**config.mk**
```make
export PLATFORM = sky130hd
export DESIGN_NAME = adder_share_arbiter
export DESIGN_NICKNAME = d
export VERILOG_FILES = /design/src/rtl/adder_share_arbiter.sv
export SDC_FILE = /design/constraint.sdc
export NUM_CORES = 1
export LEC_CHECK = 0
export ABC_CLOCK_PERIOD_IN_PS = 3300
export BUFFER_PORTS_ARGS = -buffer_cell sky130_fd_sc_hd__buf_2
export CAP_MARGIN = 0
export CORE_ASPECT_RATIO = 1.4
export CORE_UTILIZATION = 47
export CTS_CLUSTER_DIAMETER = 150
export DETAILED_ROUTE_END_ITERATION = 6
export PLACE_DENSITY = 0.87
export SETUP_SLACK_MARGIN = 0.02
export SYNTH_ARGS = -nofsm -noshare
export SYNTH_HDL_FRONTEND = slang
export SYNTH_SLANG_ARGS = --single-unit
```
**constraint.sdc**
```tcl
create_clock -name clk -period 3.3 [get_ports clk]
set_clock_uncertainty 0.05 [all_clocks]
set_input_delay 0.33 -clock clk [delete_from_list [all_inputs] [get_ports clk]]
set_output_delay 0.33 -clock clk [all_outputs]
set_load 0.1 [all_outputs]
```
**src/rtl/adder_share_arbiter.sv**
```systemverilog
// adder_share_arbiter: round-robin sharing of one external 12-bit adder among NREQ requesters.
// Grants drive the adder's interleaved operand bus; the result is registered and tagged with the winner's ID.
module adder_share_arbiter #(
  parameter int NREQ = 4,
  parameter int IDW  = 2,
  parameter int CNTW = 16
) (
  input  logic              clk,
  input  logic              rst,
  input  logic [NREQ-1:0]   req_valid,
  input  logic [NREQ*12-1:0] req_a,
  input  logic [NREQ*12-1:0] req_b,
  output logic [NREQ-1:0]   req_ready,
  output logic [23:0]       add_in,
  input  logic [12:0]       add_out,
  output logic              rsp_valid,
  output logic [12:0]       rsp_sum,
  output logic [IDW-1:0]    rsp_id,
  input  logic              rsp_ready,
  output logic [CNTW-1:0]   grant_cnt,
  output logic [CNTW-1:0]   stall_cnt
);
  logic [IDW-1:0]  ptr_q, ptr_d, gnt_idx, cand;
  logic            found, free, accept;
  logic            rsp_valid_q, rsp_valid_d;
  logic [12:0]     rsp_sum_q, rsp_sum_d;
  logic [IDW-1:0]  rsp_id_q, rsp_id_d;
  logic [CNTW-1:0] grant_q, grant_d, stall_q, stall_d;
  logic [11:0]     op_a, op_b;

  // first valid requester at or after the pointer, wrapping modulo NREQ
  always_comb begin
    found   = 1'b0;
    gnt_idx = ptr_q;
    cand    = '0;
    for (int k = 0; k < NREQ; k++) begin
      cand = IDW'((int'(ptr_q) + k) % NREQ);
      if (!found && req_valid[cand]) begin
        found   = 1'b1;
        gnt_idx = cand;
      end
    end
  end

  assign free      = !rsp_valid_q || rsp_ready;
  assign accept    = free && found;
  assign req_ready = accept ? NREQ'(1) << gnt_idx : '0;
  assign op_a      = req_a[12*gnt_idx +: 12];
  assign op_b      = req_b[12*gnt_idx +: 12];

  always_comb begin
    add_in = '0;
    for (int k = 0; k < 12; k++) begin
      add_in[2*k]   = op_a[k];
      add_in[2*k+1] = op_b[k];
    end
  end

  always_comb begin
    ptr_d       = accept ? (gnt_idx == IDW'(NREQ-1) ? '0 : gnt_idx + 1'b1) : ptr_q;
    rsp_valid_d = accept || (rsp_valid_q && !rsp_ready);
    rsp_sum_d   = accept ? add_out : rsp_sum_q;
    rsp_id_d    = accept ? gnt_idx : rsp_id_q;
    grant_d     = (accept && !(&grant_q)) ? grant_q + 1'b1 : grant_q;
    stall_d     = (rsp_valid_q && !rsp_ready && !(&stall_q)) ? stall_q + 1'b1 : stall_q;
  end

  always_ff @(posedge clk or posedge rst) begin
    if (rst) begin
      ptr_q       <= '0;
      rsp_valid_q <= 1'b0;
      rsp_sum_q   <= '0;
      rsp_id_q    <= '0;
      grant_q     <= '0;
      stall_q     <= '0;
    end else begin
      ptr_q       <= ptr_d;
      rsp_valid_q <= rsp_valid_d;
      rsp_sum_q   <= rsp_sum_d;
      rsp_id_q    <= rsp_id_d;
      grant_q     <= grant_d;
      stall_q     <= stall_d;
    end
  end

  assign rsp_valid = rsp_valid_q;
  assign rsp_sum   = rsp_sum_q;
  assign rsp_id    = rsp_id_q;
  assign grant_cnt = grant_q;
  assign stall_cnt = stall_q;
endmodule

```
---- Word level (Yosys, flattened, before mapping) ----
Cells that the tools add are included.
storage, ports and cells
  bits in registers ....................... 50
  bits of input ports ..................... 116
  word-level logic and storage cells ...... 56
operators by class
  $add $sub $neg .......................... 6
  $mul .................................... 1
  order comparisons ....................... 4
  equal/unequal tests ..................... 1
  shift operators ......................... 3
  multiplexer cells ....................... 17
  reduce and logical (&&, ||, !) cells .... 18
operators with widths
  cell                     number
  $shiftx A48 B7 Y12       2
  $add A16 B1 Y16 const B  2
  $reduce_and A16 Y1       2
  $lt A2 B3 Y1 const B     4
  $bmux W1 S2              4
  $mux W1                  8
  $mux W2                  4
  $logic_and A1 B1 Y1      7
  $logic_not A1 Y1         7
  $add A2 B1 Y2 const B    2
  $add A2 B2 Y2 const B    2
  $mul A2 B2 Y4 const A    1
  $mux W4                  1
  $shl A1 B2 Y4 const A    1
  $eq A2 B2 Y1 const B     1
  $logic_or A1 B1 Y1       2

---- Depth between registers and ports, before layout ----
  depth after elaboration ................. 14
  mapped depth ............................ 7
  mapped depth without buffers ............ 6

---- Least setup slack after synthesis ----
No wires, ideal clock.
  path type ............................... flip-flop to output port
  from .................................... reg rsp_valid_q, in the netlist rsp_valid
  to ...................................... out req_ready[0]
  arrival time ............................ 3.535 ns
  data required time ...................... 2.920 ns
  setup slack ............................. -0.615 ns
  cell stages (with the launch flop) ...... 5
  buffers on the path ..................... 1
  path through ............................ dfrtp_1 nor2b_1 or2_1 buf_2 nor3_1
between the ends
  cells in the longest elaborated chain, start to end .. 4
ends and longest elaborated chain
  item                    RTL line  text
  from (decl)             25        logic rsp_valid_q, rsp_valid_d;
  from (signal assigned)  78        rsp_valid_q <= rsp_valid_d;
  $logic_not A1 Y1        45        assign free = !rsp_valid_q || rsp_ready;
  $logic_or A1 B1 Y1      45
  $logic_and A1 B1 Y1     46        assign accept = free && found;
  $mux W4                 47        assign req_ready = accept ? NREQ'(1) << gnt_idx : '0;
  to (decl)               13        output logic [NREQ-1:0] req_ready,
Every way passes these cells.

---- Worst setup path after layout ----
  from .................................... reg ptr_q[1]
  to ...................................... out add_in[4]
between the ends
  cells in the longest elaborated chain, start to end .. 14
  elaborated cells on any way between the ends .. 25
  those cells by class .................... 3 x add/sub; 1 x mul; 1 x shift; 14 x mux; 6 x reduce/logical
ends and longest elaborated chain
  item                                                                    RTL line  text
  from (decl)                                                             23        logic [IDW-1:0] ptr_q, ptr_d, gnt_idx, cand;
  from (signal assigned)                                                  77        ptr_q <= ptr_d;
  parallel branches: the longest is 11 deep, another holds $add A2 B1 Y2  -
  $mux W2 *                                                               38        if (!found && req_valid[cand]) begin
  $mul A2 B2 Y4 *                                                         48        assign op_a = req_a[12*gnt_idx +: 12];
  $shiftx A48 B7 Y12 *                                                    48
  to (decl)                                                               14        output logic [23:0] add_in,
Mark *: on every way between the ends. The select of a mux whose other input is x is not followed.

==> results.toml <==
[floorplan]
initial_utilization = 0.493
ioPinCount = 192
die_area_um2 = 6890
core_area_um2 = 6250
die_x_um = 70.4
fp.dieH_um = 97.8
num_rows = 34

[timing]
fmaxAchievable_ghz = 0.334
worstMarginPinSlew_ns = 1.02
hold_viol = 0
drv_slew = 0
setup_slack_ns = 0.309
fin_crit_sh = 0.906
fin_crit_ns = 2.99
tns_ns = 0
whs_ns = 0.166
finalSetupViolations = 0
rsz0062_at_grt = "false"
maxSlewHeadroom = 0.316

[clock_network]
cts_max_level = 2
tritoncts = "done"
cts_resized = 0
cts_root_buf = "clkbuf_8"
numCtsBuffers = 5
clk_pin_slew_ns = 0.09
insertion_delay_ns = 0.30
numClockSinks = 50
post_cts_buffers = 0
ctsHoldBuffers = 0
clk_path_buf_depth = 2

[grt]
antenna_found_initial = 6
met1_usage = 0.283
grt_use_total = 0.281
grt_max_degree = 51
grt_pass1_wl_um = 15500
overflow = 0
use_met2 = 0.528
busiest_layer = "met2"
grt_pass1_vias = 3469
gr-usage-met3 = 0.107

[routing]
via_per_inst = 5.58
first_pass_iters = 4
drt_iter0_drc = 82
wl_per_cell_um = 15.7
wl_um = 9900
drc = 0
ant_nets = 0
vias = 3518

[critical_path]
worstSetupStartpointType = "register"
reg2reg_depth = 6
worstPathArrival_ns = 2.61
ff2ff_setup_slack_ns = 1.17
path_max_fanout = 50
crit_type = "register to output port"
crit_path_end_kind = "output port"
worstPathRequired_ns = 2.92

[power_and_ir_drop]
powerDensity_nw_per_um2 = 1090
p_leak_nw = 2.28
power.total_mw = 4.78
vdd_drop_max_mv = 0.881

[synth]
synth_top_area_frac = 0.406
synth.area.top_cells = "dfrtp_1 (41%), nand2_1 (12%), and3_1 (6.7%)"
synth-async-reset-ratio = 1.00
seq_area_frac_synth = 0.406
synth_fp_nets = 488
syn-cell-area_um2 = 3080
synth-edff-count = 0
syn_area_per_cell_um2 = 8.33
ys_ff_latch = 50
ys.flop_type = "dfrtp_1"
syn_inst = 370
yosysTopAreaCell = "dfrtp_1"
ys_warn_count = 0
ys_types = 41

[placed_design]
post_dp_cell_area_um2 = 4280
placed_cells = 621
hpwl_um = 7630
pre_cts_ws_ns = 0.629
port_buffers = 191
place.gp.congestion = 0.868

[cells_and_area]
fin_util = 0.703
area_delta_synth_final_pct = 42.6
final_area_um2 = 4390
drive_above_1_share = 0.427
fillers = 507
stdcell_count = 631
fin_nets = 674

[hold_path]
hold-path-cell-count = 3
hp-class = "input port to register"

[run]
cap_violations = 0

[run_status]
status = "complete, no violations"
-- worst max-delay path, cell delays in order, from the launching register on --
cell,delay [ns]
dfrtp_1,0.46
or3_1,0.40
nand4_2,0.11
buf_4,0.25
nand2_1,0.07
buf_4,0.28
a211oi_1,0.34
a31oi_2,0.06
buf_2,0.32
-- kinds of logic (layout without fill, tap and decap cells) --
kind of cell,count (synthesis),after routing,synth area share
compound gates,69,69,0.149
xor+xnor,25,25,0.0711
fa+ha+maj,2,2,0.00812
buf+inv,23,210,0.0365
flops,50,50,0.406
mux,3,3,0.0110
other cells,0,2,0
simple gates,198,198,0.318
-- power by group --
group / switching (mW) / internal [mW] / total (mW)
Clock: 0.192 / 0.227 / 0.419
Combinational: 2.82 / 0.650 / 3.47
Sequential: 0.155 / 0.733 / 0.887
Total: 3.17 / 1.61 / 4.78
-- registers in the layout, indices dropped and copies added (netlist names) --
| name | cells |
|---|---|
| rsp_sum | 13 |
| rsp_id | 2 |
| rsp_valid | 1 |
| stall_cnt | 16 |
| ptr_q | 2 |
| grant_cnt | 16 |
-- cells in the mapped netlist, drive strengths merged (6+ instances only) --
cell    instances
nand2          99
dfrtp          50
and3           33
a31oi          26
a211oi         24
nand3          15
xnor2          15
nor2           13
clkbuf         12
xor2           10
buf             9
nand4           9
a21oi           8
nor3            6
-- layout by cell type (no fill, tap or decap), types with 2 or more instances in the layout --
master    synthesis  final
nor3_1            5      5
nor2b_1           4      4
dfrtp_1          50     50
nand2b_1          3      3
nand3_1          15     15
xnor2_1          15     15
a211oi_1         24     24
mux2_2            2      2
o21ai_0           3      3
clkbuf_8          0      5
a21oi_1           8      8
and3_1           33     33
buf_2             6    189
a31oi_1          26      2
and2_1            2      2
xor2_1           10     10
buf_4             1      8
nand4_1           8      8
o21a_1            3      3
clkbuf_1         12      2
diode_2           0      2
nand2_1          99     99
nor2_1           13     13
and4_1            4      4
nor4_1            3      3
buf_12            0      3
ha_1              2      2
a31oi_2           0     24
-- worst paths after layout --
kind                                          start                        end
max reg2reg                grant_cnt[0]$_DFFE_PP0P_  grant_cnt[15]$_DFFE_PP0P_
max                            ptr_q[1]$_DFFE_PP0P_                  add_in[4]
min reg2reg                  rsp_sum[9]$_DFFE_PP0P_     rsp_sum[9]$_DFFE_PP0P_
min                                      add_out[8]     rsp_sum[8]$_DFFE_PP0P_
min in group asynchronous                       rst     rsp_sum[6]$_DFFE_PP0P_
max in group asynchronous                       rst  grant_cnt[15]$_DFFE_PP0P_
-- layer usage --
layer / up-vias / routed length, um
li1: 1698 / -
met3: 17 / 1010
met4: 6 / 129
met1: 1643 / 3490
met5: - / 38
met2: 154 / 5220
-- area by class of cell --
type	count	area, um^2	share of cell area
well taps	72	90.1	0.0205
clock inverters	1	30.0	0.00683
repair buffers	200	1070	0.243
flip-flops and latches	50	1250	0.285
inverters	2	7.51	0.00171
diodes	2	5.00	0.00114
clock buffers	7	76.3	0.0174
multi-input cells	297	1870	0.425
Note: power is estimated with default switching activity, not from simulation.
